===== config.mk =====
export PLATFORM = sky130hd
export DESIGN_NAME = xswitch_gen2_flat
export DESIGN_NICKNAME = d
export VERILOG_FILES = /design/src/rtl/xswitch_gen2_if.sv /design/src/rtl/xswitch_gen2.sv /design/src/flat_wrapper.sv
export SDC_FILE = /design/constraint.sdc
export NUM_CORES = 1
export LEC_CHECK = 0
export ABC_AREA = 1
export CAP_MARGIN = 20
export CORE_UTILIZATION = 26
export CTS_BUF_LIST = sky130_fd_sc_hd__clkbuf_8
export DETAILED_ROUTE_END_ITERATION = 7
export SLEW_MARGIN = 40
export SYNTH_ARGS = -nofsm -noshare
export SYNTH_HDL_FRONTEND = slang
export SYNTH_SLANG_ARGS = --single-unit

===== constraint.sdc =====
create_clock -name clk -period 6.6 [get_ports clk]
set_clock_uncertainty 0.05 [all_clocks]
set_input_delay 1.32 -clock clk [delete_from_list [all_inputs] [get_ports clk]]
set_output_delay 1.32 -clock clk [all_outputs]
set_load 0.1 [all_outputs]

===== src/rtl/xswitch_gen2_if.sv =====
// xswitch_gen2_if: source/destination/config bundle of the crossbar
//   master: drives addr_in/data_in/wr_en, rd_en, prio_wr/prio_val, arb_mode, port_wr/port_addr/port_en
//   slave : drives data_rcv, addr_out/data_out, data_rdy, fifo_empty/ae/af/full
interface xswitch_gen2_if #(
  parameter int NPORT = 4,
  parameter int DW    = 8
);
  localparam int AW = $clog2(NPORT);
  logic [NPORT*AW-1:0] addr_in;
  logic [NPORT*DW-1:0] data_in;
  logic [NPORT-1:0]    wr_en;
  logic [NPORT-1:0]    data_rcv;
  logic [NPORT*AW-1:0] addr_out;
  logic [NPORT*DW-1:0] data_out;
  logic [NPORT-1:0]    rd_en;
  logic [NPORT-1:0]    data_rdy;
  logic [NPORT-1:0]    fifo_empty;
  logic [NPORT-1:0]    fifo_ae;
  logic [NPORT-1:0]    fifo_af;
  logic [NPORT-1:0]    fifo_full;
  logic                prio_wr;
  logic [NPORT*2-1:0]  prio_val;
  logic                arb_mode;
  logic                port_wr;
  logic [AW-1:0]       port_addr;
  logic                port_en;
  modport master (
    output addr_in, data_in, wr_en, rd_en, prio_wr, prio_val, arb_mode, port_wr, port_addr, port_en,
    input  data_rcv, addr_out, data_out, data_rdy, fifo_empty, fifo_ae, fifo_af, fifo_full
  );
  modport slave (
    input  addr_in, data_in, wr_en, rd_en, prio_wr, prio_val, arb_mode, port_wr, port_addr, port_en,
    output data_rcv, addr_out, data_out, data_rdy, fifo_empty, fifo_ae, fifo_af, fifo_full
  );
endinterface


===== src/rtl/xswitch_gen2.sv =====
// xswitch_gen2: NPORT x NPORT crossbar with per-destination FWFT FIFOs and fixed/round-robin arbitration
//   clk, reset : single clock, synchronous active-high reset
//   bus        : xswitch_gen2_if.slave (source writes, destination reads, priority/enable config, status)
module xswitch_gen2 #(
  parameter int NPORT  = 4,
  parameter int DW     = 8,
  parameter int DEPTH  = 8,
  parameter int AE_LVL = 2,
  parameter int AF_LVL = 6
) (
  input logic clk,
  input logic reset,
  xswitch_gen2_if.slave bus
);
  localparam int AW = $clog2(NPORT);
  localparam int PW = $clog2(DEPTH);
  localparam int CW = PW + 1;
  logic [AW+DW-1:0] r_mem [NPORT][DEPTH];
  logic [PW-1:0]    r_wp  [NPORT];
  logic [PW-1:0]    r_rp  [NPORT];
  logic [CW-1:0]    r_cnt [NPORT];
  logic [AW-1:0]    r_rr  [NPORT];
  logic [1:0]       r_prio[NPORT];
  logic [NPORT-1:0] r_en;
  logic [NPORT-1:0] r_rcv;
  logic [NPORT-1:0] w_fnd;
  logic [NPORT-1:0] w_gnt;
  logic [NPORT-1:0] w_pop;
  logic [NPORT-1:0] w_ack;
  logic [AW-1:0]    w_win [NPORT];
  logic [DW-1:0]    w_dat [NPORT];
  // Scan order starts at rr_ptr in round-robin mode, at source 0 in fixed mode;
  // fixed mode only displaces the current pick on a strictly higher priority, so ties keep the lowest index.
  always_comb begin
    logic [AW-1:0] s;
    logic [1:0] best;
    logic req;
    s = '0;
    best = '0;
    req = 1'b0;
    w_fnd = '0;
    w_gnt = '0;
    w_pop = '0;
    w_ack = '0;
    for (int d = 0; d < NPORT; d++) begin
      w_win[d] = '0;
      best = '0;
      for (int k = 0; k < NPORT; k++) begin
        s = bus.arb_mode ? r_rr[d] + AW'(k) : AW'(k);
        req = bus.wr_en[s] && bus.addr_in[int'(s)*AW +: AW] == AW'(d);
        if (req && (!w_fnd[d] || (!bus.arb_mode && r_prio[s] > best))) begin
          w_fnd[d] = 1'b1;
          w_win[d] = s;
          best = r_prio[s];
        end
      end
      w_dat[d] = bus.data_in[int'(w_win[d])*DW +: DW];
      w_gnt[d] = w_fnd[d] && r_en[d] && r_cnt[d] != CW'(DEPTH);
      w_pop[d] = bus.rd_en[d] && r_cnt[d] != '0;
      if (w_gnt[d]) w_ack[w_win[d]] = 1'b1;
    end
  end
  always_ff @(posedge clk) begin
    if (reset) begin
      for (int i = 0; i < NPORT; i++) begin
        r_wp[i] <= '0;
        r_rp[i] <= '0;
        r_cnt[i] <= '0;
        r_rr[i] <= '0;
        r_prio[i] <= '0;
      end
      r_en <= '1;
      r_rcv <= '0;
    end else begin
      r_rcv <= w_ack;
      for (int i = 0; i < NPORT; i++) begin
        if (w_gnt[i]) r_wp[i] <= r_wp[i] + PW'(1);
        if (w_pop[i]) r_rp[i] <= r_rp[i] + PW'(1);
        r_cnt[i] <= r_cnt[i] + CW'(w_gnt[i]) - CW'(w_pop[i]);
        if (w_gnt[i] && bus.arb_mode) r_rr[i] <= w_win[i] + AW'(1);
        if (bus.prio_wr) r_prio[i] <= bus.prio_val[2*i +: 2];
      end
      if (bus.port_wr) r_en[bus.port_addr] <= bus.port_en;
    end
  end
  always_ff @(posedge clk) begin
    for (int i = 0; i < NPORT; i++)
      if (w_gnt[i]) r_mem[i][r_wp[i]] <= {w_win[i], w_dat[i]};
  end
  always_comb begin
    bus.addr_out = '0;
    bus.data_out = '0;
    bus.fifo_empty = '0;
    bus.fifo_full = '0;
    bus.fifo_ae = '0;
    bus.fifo_af = '0;
    for (int d = 0; d < NPORT; d++) begin
      bus.fifo_empty[d] = r_cnt[d] == '0;
      bus.fifo_full[d] = r_cnt[d] == CW'(DEPTH);
      bus.fifo_ae[d] = r_cnt[d] <= CW'(AE_LVL);
      bus.fifo_af[d] = r_cnt[d] >= CW'(AF_LVL);
      bus.addr_out[d*AW +: AW] = r_cnt[d] == '0 ? '0 : r_mem[d][r_rp[d]][AW+DW-1:DW];
      bus.data_out[d*DW +: DW] = r_cnt[d] == '0 ? '0 : r_mem[d][r_rp[d]][DW-1:0];
    end
  end
  assign bus.data_rdy = ~bus.fifo_empty;
  assign bus.data_rcv = r_rcv;
endmodule


===== src/flat_wrapper.sv =====
// flat-port wrapper written by rule: the top's interface ports become plain ports
module xswitch_gen2_flat 
#(
  parameter int NPORT  = 4,
  parameter int DW     = 8,
  parameter int DEPTH  = 8,
  parameter int AE_LVL = 2,
  parameter int AF_LVL = 6
)
  (clk, reset, bus_addr_in, bus_data_in, bus_wr_en, bus_rd_en, bus_prio_wr, bus_prio_val, bus_arb_mode, bus_port_wr, bus_port_addr, bus_port_en, bus_data_rcv, bus_addr_out, bus_data_out, bus_data_rdy, bus_fifo_empty, bus_fifo_ae, bus_fifo_af, bus_fifo_full);
  xswitch_gen2_if #(.NPORT(NPORT), .DW(DW)) bus_i ();
  input logic clk;
  input logic reset;
  input wire logic [$bits(bus_i.addr_in)-1:0] bus_addr_in;
  input wire logic [$bits(bus_i.data_in)-1:0] bus_data_in;
  input wire logic [$bits(bus_i.wr_en)-1:0] bus_wr_en;
  input wire logic [$bits(bus_i.rd_en)-1:0] bus_rd_en;
  input wire logic [$bits(bus_i.prio_wr)-1:0] bus_prio_wr;
  input wire logic [$bits(bus_i.prio_val)-1:0] bus_prio_val;
  input wire logic [$bits(bus_i.arb_mode)-1:0] bus_arb_mode;
  input wire logic [$bits(bus_i.port_wr)-1:0] bus_port_wr;
  input wire logic [$bits(bus_i.port_addr)-1:0] bus_port_addr;
  input wire logic [$bits(bus_i.port_en)-1:0] bus_port_en;
  output wire logic [$bits(bus_i.data_rcv)-1:0] bus_data_rcv;
  output wire logic [$bits(bus_i.addr_out)-1:0] bus_addr_out;
  output wire logic [$bits(bus_i.data_out)-1:0] bus_data_out;
  output wire logic [$bits(bus_i.data_rdy)-1:0] bus_data_rdy;
  output wire logic [$bits(bus_i.fifo_empty)-1:0] bus_fifo_empty;
  output wire logic [$bits(bus_i.fifo_ae)-1:0] bus_fifo_ae;
  output wire logic [$bits(bus_i.fifo_af)-1:0] bus_fifo_af;
  output wire logic [$bits(bus_i.fifo_full)-1:0] bus_fifo_full;
  assign bus_i.addr_in = bus_addr_in;
  assign bus_i.data_in = bus_data_in;
  assign bus_i.wr_en = bus_wr_en;
  assign bus_i.rd_en = bus_rd_en;
  assign bus_i.prio_wr = bus_prio_wr;
  assign bus_i.prio_val = bus_prio_val;
  assign bus_i.arb_mode = bus_arb_mode;
  assign bus_i.port_wr = bus_port_wr;
  assign bus_i.port_addr = bus_port_addr;
  assign bus_i.port_en = bus_port_en;
  assign bus_data_rcv = bus_i.data_rcv;
  assign bus_addr_out = bus_i.addr_out;
  assign bus_data_out = bus_i.data_out;
  assign bus_data_rdy = bus_i.data_rdy;
  assign bus_fifo_empty = bus_i.fifo_empty;
  assign bus_fifo_ae = bus_i.fifo_ae;
  assign bus_fifo_af = bus_i.fifo_af;
  assign bus_fifo_full = bus_i.fifo_full;
  xswitch_gen2 #(.NPORT(NPORT), .DW(DW), .DEPTH(DEPTH), .AE_LVL(AE_LVL), .AF_LVL(AF_LVL)) u_core (.clk(clk), .reset(reset), .bus(bus_i));
endmodule

==> summary.txt, run 1 <==
Clocking
  – Clock Path Buffers: 3
  – Sink Count: 384
  – Num CTS Buffers: 69
  – Clock transition at path regs: 0.05 ns
  – Post-CTS Hold Fix Bufs: 0
  – Post-CTS sizing: 0
  – CTS tree: built
  – Setup Fix Bufs, Post-CTS: 0
  – Worst skew pair latency: 0.66 ns
  – Clk Tree Root Cell: clkbuf_8
  – H-tree levels: 3

Synthesis
  – Post-synthesis cell area: 20300 um^2
  – Top cell type's share of synthesized area: 53.3%
  – Synth unique cells: 41
  – Syn. warnings: 0
  – Flops & latches, synth: 384
  – Synth async-reset ratio: 0%
  – Post-synth EDFFs: 360
  – Yosys top cell by area: edfxtp_1
  – Synthesized net count: 2342
  – Syn_area_per_cell: 9.24 um^2
  – Top cells by area, synth: edfxtp_1, o21ai_0, nand2_1
  – Top FF cell, synth: edfxtp_1
  – Synth Instances: 2194
  – Share of the yosys chip area belonging to registers: 55.7%

Cells and area
  – Share of cells above drive strength 1: 14.4%
  – Layout area overhead: 19.6%
  – Cell area after layout: 24300 um^2
  – Final core occ: 31.4%
  – Most common cell after layout, fill and taps aside: nand2_1
  – Fin nets: 2538
  – Most frequent cells in the layout: nand2_1, edfxtp_1, nor2_1
  – Layout Cells excl Fill: 3486

Place
  – Pre-CTS setup slack: -0.198 ns
  – Port buffer count: 127
  – Placed Area: 22900 um^2
  – Hpwl dp: 40900 um
  – Placer Congestion: 0.912
  – DP Cell Count: 3358

GRT
  – First-pass GRT wire length: 88600 um
  – Vias in the first global route: 15245
  – GR Util All Layers: 14.7%
  – Largest net degree at the start of global routing: 43
  – Initial antenna violation count: 1
  – Grt total ovfl: 0

Worst setup path
  – Crit Path Category: input pin to flop
  – Flop-to-flop setup slack: 1.33 ns
  – RR Startpoint: u_core.r_rr[2][0]$_SDFFCE_PN0P_
  – Crit path largest cell delay: 0.53 ns
  – Worst path required time: 6.87 ns
  – Arr. time, crit path: 6.44 ns
  – CP dominant cell by count: nand2_1
  – CP Launch Type: input pin
  – Worst R2R End: u_core.r_rr[2][1]$_SDFFCE_PN0P_
  – Crit. End Element: flop
  – Worst path slowest cell: clkdlybuf4s50_1
  – Worst R2R Path Depth: 30
  – Crit-path max FO: 23

Drt
  – DRT iter0 DRCs: 1491
  – Post-route DRC violation count: 0
  – Via density: 4.63
  – Detailed Routing Iterations Pass 1: 6
  – Via Count: 16135
  – WL per Instance: 16.8 um
  – ANT nets after route: 0
  – Final WL: 58500 um

Timing
  – Fin. Hold Viols: 0
  – Fin crit period: 6.16 ns
  – RSZ-0062 raised after global routing: false
  – Tcrit/Tclk final: 93.4%
  – PnR worst setup slack: 0.438 ns
  – Tightest Pin Transition: 0.811 ns
  – Slew Viols, Final: 0
  – Final Setup Violations: 0
  – Worst rel slew slack: 45.9%
  – Hold Slack: 0.434 ns
  – Fmax: 162 MHz
  – Final setup TNS: 0 ns

Hold path
  – Hold path endpoint: u_core.r_en[2]$_SDFFE_PP1P_
  – Worst min-delay path class: flop to flop
  – Hold Path Cell Cnt: 2
  – Hold_sp: u_core.r_en[2]$_SDFFE_PP1P_

Power and ir drop
  – P per Cell Area: 523 nW/um^2
  – VDD IR-drop max: 0.000331 V
  – Logic pwr share: 52.2%
  – Sw frac: 50.1%
  – Clock power frac: 16.7%
  – Register share of total power: 31.1%
  – Total Power: 12.7 mW
  – Sw power: 6.35 mW
  – Leak: 9.87 nW
  – Pint: 6.33 mW

Floorplanning
  – Die height: 281 um
  – Width of the die: 281 um
  – # IOs: 128
  – Starting density of the core: 26.2%
  – Row Count: 102
  – Core ar.: 77300 um^2
  – Die Area: 79100 um^2

Status
  – Status: complete, no violations

Run
  – Max-Cap Viols: 0
-- Yosys cell counts (4+ instances only) --
cell type and instances:
a211oi_1 6, a21oi_1 22, a31oi_1 44, buf_1 8, buf_2 9, buf_4 4, buf_6 8, clkbuf_1 65
dfxtp_1 24, edfxtp_1 360, fa_1 4, ha_1 80, inv_1 189, inv_2 16, nand2_1 364, nand2_2 28
nand2_4 15, nand3_1 180, nor2_1 354, nor3_1 5, nor3_2 4, nor3b_1 8, o211ai_1 5, o21ai_0 309
o22ai_1 40, o31ai_1 4, or2_2 5, xnor2_1 9
-- power groups by stage --
stage	clock [mW]	sequential, mW	combinational, mW
final	2.12	3.95	6.62
after global routing	2.27	4.00	7.22
after CTS	2.17	3.96	6.66
after detailed placement	0	4.00	6.64
after global placement	0	4.00	6.82
after floorplan	0	3.99	4.83
-- worst max-delay path, delay by kind of cell --
| family | cells | cell delay (ns) |
|---|---|---|
| AND/OR/NAND/NOR | 18 | 1.69 |
| AO/OA/AOI/OAI | 9 | 1.35 |
| adder cells (fa/ha/maj) | 3 | 0.90 |
| buffers and inverters | 5 | 1.14 |
-- cell families after synthesis --
| kind of cell | after synthesis | synth area share, % |
|---|---|---|
| AND/OR/NAND/NOR | 978 | 20.9 |
| AO/OA/AOI/OAI | 433 | 11.5 |
| flip-flops | 384 | 55.7 |
| buffers and inverters | 303 | 6.07 |
| adder cells (fa/ha/maj) | 84 | 5.33 |
| XOR/XNOR | 12 | 0.518 |
-- layout make-up --
cell class                 instances  area (um^2)
fill                            8006        53100
clock inverter                    51          263
timing repair buffer             219         1750
tap                             1040         1300
antenna                            1         2.50
inverter                         209          791
sequential                       384        11300
clock buffer                      75         1030
multi-input combinational       1507         7820
-- sequential cells by signal, summed over array words and instances, names as in the netlist --
signal	cells
u_core.r_cnt	16
u_core.bus.data_rcv	4
u_core.r_rr	8
u_core.r_mem	320
u_core.r_en	4
u_core.r_prio	8
u_core.r_rp	12
u_core.r_wp	12
-- how the worst max path moves through the flow --
| stage | end | start | cells after the start | slack, ns |
|---|---|---|---|---|
| 2_1_floorplan | u_core.r_rr[1][1]$_SDFFCE_PN0P_ | bus_arb_mode | 35 | 0.70 |
| 3_3_place_gp | u_core.r_mem[0][73]$_DFFE_PP_ | bus_arb_mode | 32 | -0.05 |
| 3_5_place_dp | u_core.r_mem[3][0]$_DFFE_PP_ | bus_arb_mode | 32 | -0.20 |
| 4_1_cts | u_core.r_mem[3][6]$_DFFE_PP_ | bus_arb_mode | 32 | 0.52 |
| 5_1_grt | u_core.r_mem[1][52]$_DFFE_PP_ | bus_arb_mode | 35 | 0.01 |
| 6_report | u_core.r_mem[3][6]$_DFFE_PP_ | bus_arb_mode | 35 | 0.44 |
-- layer usage --
metal | track usage [%] | share of wire [%]
met3 | 3.05 | 8.4
met2 | 22.9 | 45
met1 | 20.6 | 45
met5 | 0 | 0
met4 | 4.12 | 1.5
(Power assumes the default switching activity.)
==> run 2: changes to the inputs <==
--- a/constraint.sdc
+++ b/constraint.sdc
@@ -3,3 +3,3 @@
 set_input_delay 1.32 -clock clk [delete_from_list [all_inputs] [get_ports clk]]
 set_output_delay 1.32 -clock clk [all_outputs]
-set_load 0.1 [all_outputs]
+set_load 0.05 [all_outputs]
==> summary.txt, run 2 (synthesized netlist as in run 1, its figures left out) <==
Cells and area
  – Max reg flops: 320 (unchanged)
  – Most common cell after layout, fill and taps aside: nand2_1
  – Filler instances: 8029 (+0.29%)
  – Layout area overhead: 21.5%
  – Final core occ: 31.9% (+0.51 points)
  – Share of cells above drive strength 1: 11.9% (-2.5 points)
  – Fin nets: 2537 (-0.039%)
  – Most frequent cells in the layout: nand2_1, edfxtp_1, nor2_1

Power and ir drop
  – Sw frac: 44.2% (-5.9 points)
  – P per Cell Area: 488 nW/um^2 (-6.8%)
  – Leak: 9.86 nW (about the same)
  – Total Power: 12.0 mW (-5.2%)
  – Clock power frac: 18.7% (+2.0 points)
  – VDD IR-drop max: 0.000198 V (-40%)
  – Pint: 6.71 mW (+6.0%)
  – Register share of total power: 32.8% (+1.7 points)
  – Sw power: 5.31 mW (-16%)
  – Logic pwr share: 48.5% (-3.7 points)

Worst setup path
  – Crit Path Category: input pin to flop
  – Critical Path Start: bus_wr_en[3]
  – CP dominant cell by count: nand2_1
  – Worst setup path endpoint: u_core.r_mem[3][50]$_DFFE_PP_
  – Worst path depth: 33 (-5.7%)
  – Worst R2R End: u_core.r_rr[2][1]$_SDFFCE_PN0P_
  – Top Family by Delay on Critical Path: simple AND/OR/NAND/NOR gates
  – RR Startpoint: u_core.r_rr[2][0]$_SDFFCE_PN0P_
  – Crit. End Element: flop
  – Worst path required time: 6.86 ns (about the same)
  – Flop-to-flop setup slack: 1.35 ns (+0.02 ns)
  – CP bufs+invs: 3 (-2)
  – Crit-path max FO: 13 (-43%)
  – CP Launch Type: input pin
  – Worst path slowest cell: clkdlybuf4s50_1
  – Crit path largest cell delay: 0.60 ns (+0.07 ns)
  – Worst R2R Path Depth: 30 (unchanged)
  – Arr. time, crit path: 6.19 ns (-0.25 ns)

Clocking
  – CTS tree: built
  – Post-CTS Hold Fix Bufs: 0 (unchanged)
  – Clk Tree Root Cell: clkbuf_8
  – Sink Count: 384 (unchanged)
  – Setup Fix Bufs, Post-CTS: 0 (unchanged)
  – Worst skew pair latency: 0.64 ns (-0.02 ns)
  – Num CTS Buffers: 70 (+1.4%)
  – Post-CTS sizing: 0 (unchanged)
  – Clock transition at path regs: 0.06 ns (about the same)
  – H-tree levels: 3 (unchanged)
  – Clock Path Buffers: 3 (unchanged)

Hold path
  – Hold Path Cell Cnt: 2 (unchanged)
  – Worst min-delay path class: flop to flop

GRT
  – Largest net degree at the start of global routing: 44 (+2.3%)
  – Initial antenna violation count: 2 (+1)
  – First-pass GRT wire length: 89000 um (+0.40%)
  – GR Util All Layers: 14.8% (+0.053 points)
  – Vias in the first global route: 15125 (-0.79%)
  – Grt total ovfl: 0 (unchanged)

Drt
  – Post-route DRC violation count: 0 (unchanged)
  – Via Count: 16101 (-0.21%)
  – Via density: 4.62 (-0.18%)
  – WL per Instance: 16.8 um (about the same)
  – DRT iter0 DRCs: 1434 (-3.8%)
  – Final WL: 58500 um (about the same)
  – ANT nets after route: 0 (unchanged)
  – Detailed Routing Iterations Pass 1: 6 (unchanged)

Place
  – Hpwl dp: 40700 um (-0.68%)
  – Port buffer count: 127 (unchanged)
  – Placer Congestion: 0.926 (+1.5%)

Timing
  – RSZ-0062 raised after global routing: false
  – Tightest Pin Transition: 0.763 ns (-0.0478 ns)
  – Final Setup Violations: 0 (unchanged)
  – Slew Viols, Final: 0 (unchanged)
  – Fin. Hold Viols: 0 (unchanged)
  – Hold Slack: 0.431 ns (-0.00266 ns)
  – Tcrit/Tclk final: 89.9% (-3.5 points)
  – Fmax: 169 MHz (+3.9%)
  – Worst rel slew slack: 49.1% (+3.1 points)
  – Fin crit period: 5.93 ns (-0.230 ns)

Floorplanning
  – Row Count: 102 (unchanged)
  – Core ar.: 77300 um^2 (unchanged)
  – Die height: 281 um (unchanged)
  – Width of the die: 281 um (unchanged)
  – Starting density of the core: 26.2% (unchanged)
  – Die Area: 79100 um^2 (unchanged)
  – # IOs: 128 (unchanged)

Status
  – Status: complete, no violations

Run
  – Max-Cap Viols: 0 (unchanged)
-- run 2: routing by layer --
layer  wire length [um]  track usage, %  part of all wire [%]
met3               4720            3.54                   8.1
met1              26900            20.7                    46
met4               1270            4.64                   2.2
met5                  0               0                     0
met2              25600            22.3                    44
-- run 2: final cells by class --
class	instances	area (um^2)	share of cell area (%)
Tap cell	1040	1300	5.28
Antenna cell	1	2.50	0.0102
Multi-Input combinational cell	1507	7820	31.7
Timing Repair Buffer	217	2050	8.33
Clock inverter	55	389	1.58
Inverter	209	791	3.21
Sequential cell	384	11300	45.8
Clock buffer	72	991	4.02
-- run 2: metrics by stage --
step	instance area, um^2	setup TNS [ns]	instances	setup slack (ns)
after floorplan	20300	0	2194	0.704
after global placement	23200	-2.16	3356	-0.0517
final	24600	0	3485	0.668
after global routing	24600	0	3485	0.105
after CTS	24600	0	3483	0.538
after detailed placement	23200	-11.07	3356	-0.160
-- run 2: power by group through the flow --
stage / Combinational, mW / Clock, mW / Sequential (mW)
floorplan: 3.81 / 0 / 3.95
global placement: 5.77 / 0 / 3.98
detailed placement: 5.85 / 0 / 3.99
CTS: 5.87 / 2.31 / 3.95
global route: 6.43 / 2.41 / 3.99
finish: 5.83 / 2.24 / 3.94
-- run 2: worst register-to-register path: cells and delay by family (launching register included) --
kind | cells | cell delay [ns]
buf+inv | 2 | 0.34
compound gates | 10 | 1.47
simple gates | 14 | 1.56
flops | 1 | 0.46
fa+ha+maj | 4 | 1.12
-- run 2: worst min path at each step --
| stage | start | to |
|---|---|---|
| global placement | u_core.r_en[1]$_SDFFE_PP1P_ | u_core.r_en[1]$_SDFFE_PP1P_ |
| floorplan | u_core.r_en[0]$_SDFFE_PP1P_ | u_core.r_en[0]$_SDFFE_PP1P_ |
| CTS | u_core.r_en[2]$_SDFFE_PP1P_ | u_core.r_en[2]$_SDFFE_PP1P_ |
| finish | u_core.r_en[2]$_SDFFE_PP1P_ | u_core.r_en[2]$_SDFFE_PP1P_ |
| global route | u_core.r_en[2]$_SDFFE_PP1P_ | u_core.r_en[2]$_SDFFE_PP1P_ |
| detailed placement | u_core.r_en[2]$_SDFFE_PP1P_ | u_core.r_en[2]$_SDFFE_PP1P_ |
==> run 3: changes to the inputs <==
CTS_BUF_LIST = sky130_fd_sc_hd__clkbuf_16   (was sky130_fd_sc_hd__clkbuf_8)
==> summary.txt, run 3 (synthesized netlist as in run 1, its figures left out) <==
Status
  – Status: complete, no violations

Timing
  – Final Setup Violations: 0 (unchanged)
  – Worst rel slew slack: 49.6% (+0.55 points)
  – Final setup TNS: 0 ns (unchanged)
  – Hold Slack: 0.432 ns (+0.00141 ns)
  – Slew Viols, Final: 0 (unchanged)
  – RSZ-0062 raised after global routing: false
  – Tcrit/Tclk final: 90.6% (+0.76 points)
  – Fmax: 167 MHz (-0.84%)
  – Fin. Hold Viols: 0 (unchanged)
  – Fin crit period: 5.98 ns (+0.0500 ns)
  – Tightest Pin Transition: 0.755 ns (-0.00829 ns)

Floorplanning
  – Row Count: 102 (unchanged)
  – Die height: 281 um (unchanged)
  – Starting density of the core: 26.2% (unchanged)
  – # IOs: 128 (unchanged)
  – Core ar.: 77300 um^2 (unchanged)
  – Width of the die: 281 um (unchanged)
  – Die Area: 79100 um^2 (unchanged)

Worst setup path
  – Crit. End Element: flop
  – Arr. time, crit path: 6.24 ns (+0.05 ns)
  – Crit-path max FO: 19 (+6)
  – Critical Path Start: bus_addr_in[6]
  – Worst R2R End: u_core.r_rr[2][1]$_SDFFCE_PN0P_
  – Crit Path Category: input pin to flop
  – Flop-to-flop setup slack: 1.35 ns (about the same)
  – Worst path slowest cell: clkdlybuf4s50_1
  – Worst setup path endpoint: u_core.r_rr[2][1]$_SDFFCE_PN0P_
  – Crit path largest cell delay: 0.50 ns (-0.10 ns)
  – CP dominant cell by count: nand2_1
  – RR Startpoint: u_core.r_rr[2][0]$_SDFFCE_PN0P_
  – Worst R2R Path Depth: 30 (unchanged)
  – Worst path required time: 6.86 ns (about the same)
  – CP Launch Type: input pin

Power and ir drop
  – VDD IR-drop max: 0.000202 V (+1.7%)
  – Leak: 9.81 nW (-0.54%)
  – P per Cell Area: 492 nW/um^2 (+0.93%)

Drt
  – DRT iter0 DRCs: 1447 (+0.91%)
  – ANT nets after route: 0 (unchanged)
  – Via Count: 15846 (-1.6%)
  – WL per Instance: 16.8 um (+0.21%)
  – Final WL: 57800 um (-1.2%)
  – Via density: 4.61 (-0.21%)
  – Post-route DRC violation count: 0 (unchanged)
  – Detailed Routing Iterations Pass 1: 6 (unchanged)

Place
  – DP Cell Count: 3356 (unchanged)
  – Placer Congestion: 0.926 (unchanged)
  – Placed Area: 23200 um^2 (unchanged)
  – Hpwl dp: 40700 um (unchanged)
  – Port buffer count: 127 (unchanged)

Clocking
  – H-tree levels: 2 (-1)
  – Worst skew pair latency: 0.59 ns (-0.05 ns)
  – Clk Tree Root Cell: clkbuf_16
  – Sink Count: 384 (unchanged)
  – Num CTS Buffers: 44 (-37%)
  – Clock transition at path regs: 0.05 ns (about the same)
  – Clock Path Buffers: 3 (unchanged)
  – Setup Fix Bufs, Post-CTS: 0 (unchanged)
  – CTS tree: built

Cells and area
  – Cell area after layout: 24700 um^2 (+0.10%)
  – Max reg flops: 320 (unchanged)
  – Most frequent cells in the layout: nand2_1, edfxtp_1, nor2_1
  – Layout area overhead: 21.7%
  – Filler instances: 7998 (-0.39%)
  – # diodes: 0 (-1)
  – Layout Cells excl Fill: 3437 (-1.4%)
  – Fin nets: 2511 (-1.0%)
  – Share of cells above drive strength 1: 11.0% (-0.89 points)

GRT
  – GR Util All Layers: 14.6% (-0.22 points)
  – Initial antenna violation count: 1 (-1)
  – Grt total ovfl: 0 (unchanged)
  – Vias in the first global route: 14872 (-1.7%)
  – Largest net degree at the start of global routing: 44 (unchanged)
  – First-pass GRT wire length: 87900 um (-1.3%)

Hold path
  – Worst min-delay path class: flop to flop

Run
  – Max-Cap Viols: 0 (unchanged)
-- run 3: layout make-up --
cell class / instances / area [um^2] / area share, %
Clock buffer: 44 / 1100 / 4.46
Clock inverter: 36 / 299 / 1.21
Inverter: 209 / 791 / 3.21
Multi-Input combinational cell: 1507 / 7830 / 31.7
Sequential cell: 384 / 11300 / 45.8
Tap cell: 1040 / 1300 / 5.28
Timing Repair Buffer: 217 / 2050 / 8.32
-- run 3: critical path: cells and delay by family --
| family | cells | cell delay, ns |
|---|---|---|
| AND/OR/NAND/NOR | 16 | 1.71 |
| AO/OA/AOI/OAI | 9 | 1.16 |
| adder cells (fa/ha/maj) | 4 | 1.16 |
| buffers and inverters | 4 | 0.89 |
-- run 3: timing repair --
| action | CTS | global route |
|---|---|---|
| endpoints found under the hold margin | 0 | 0 |
| setup endpoints to repair | 0 | 143 |
| hold buffers | 0 | 0 |
| gates resized for setup | 0 | 10 |
-- run 3: worst min path at each step --
stage / start / to / slack [ns] / cells past startpoint
after floorplan: u_core.r_en[0]$_SDFFE_PP1P_ / u_core.r_en[0]$_SDFFE_PP1P_ / 0.39 / 2
after global placement: u_core.r_en[1]$_SDFFE_PP1P_ / u_core.r_en[1]$_SDFFE_PP1P_ / 0.41 / 2
after detailed placement: u_core.r_en[2]$_SDFFE_PP1P_ / u_core.r_en[2]$_SDFFE_PP1P_ / 0.42 / 2
after CTS: u_core.r_en[2]$_SDFFE_PP1P_ / u_core.r_en[2]$_SDFFE_PP1P_ / 0.44 / 2
after global routing: u_core.r_en[2]$_SDFFE_PP1P_ / u_core.r_en[2]$_SDFFE_PP1P_ / 0.47 / 2
final: u_core.r_en[2]$_SDFFE_PP1P_ / u_core.r_en[2]$_SDFFE_PP1P_ / 0.43 / 2
-- run 3: where the power goes --
group / switching [mW] / internal [mW] / leakage [nW]
sequential: 0.204 / 3.74 / 3.55
combinational: 4.09 / 1.75 / 5.54
clock: 1.01 / 1.35 / 0.714
-- run 3: per-stage QoR --
step / util, % / setup slack [ns] / total power, mW
after floorplan: - / 0.704 / 7.76
after global routing: 31.9 / 0.0284 / 12.9
after global placement: 30.0 / -0.0517 / 9.75
after CTS: 31.9 / 0.441 / 12.2
after detailed placement: 30.0 / -0.160 / 9.84
final: 31.9 / 0.618 / 12.1
-- run 3: per-layer routing --
layer	vias up	share of wire (%)	global-route usage (%)
met5	-	0	0
met2	513	44	22.2
met4	0	2.5	4.75
met1	7403	46	20.5
li1	7859	-	-
met3	71	7.8	2.89
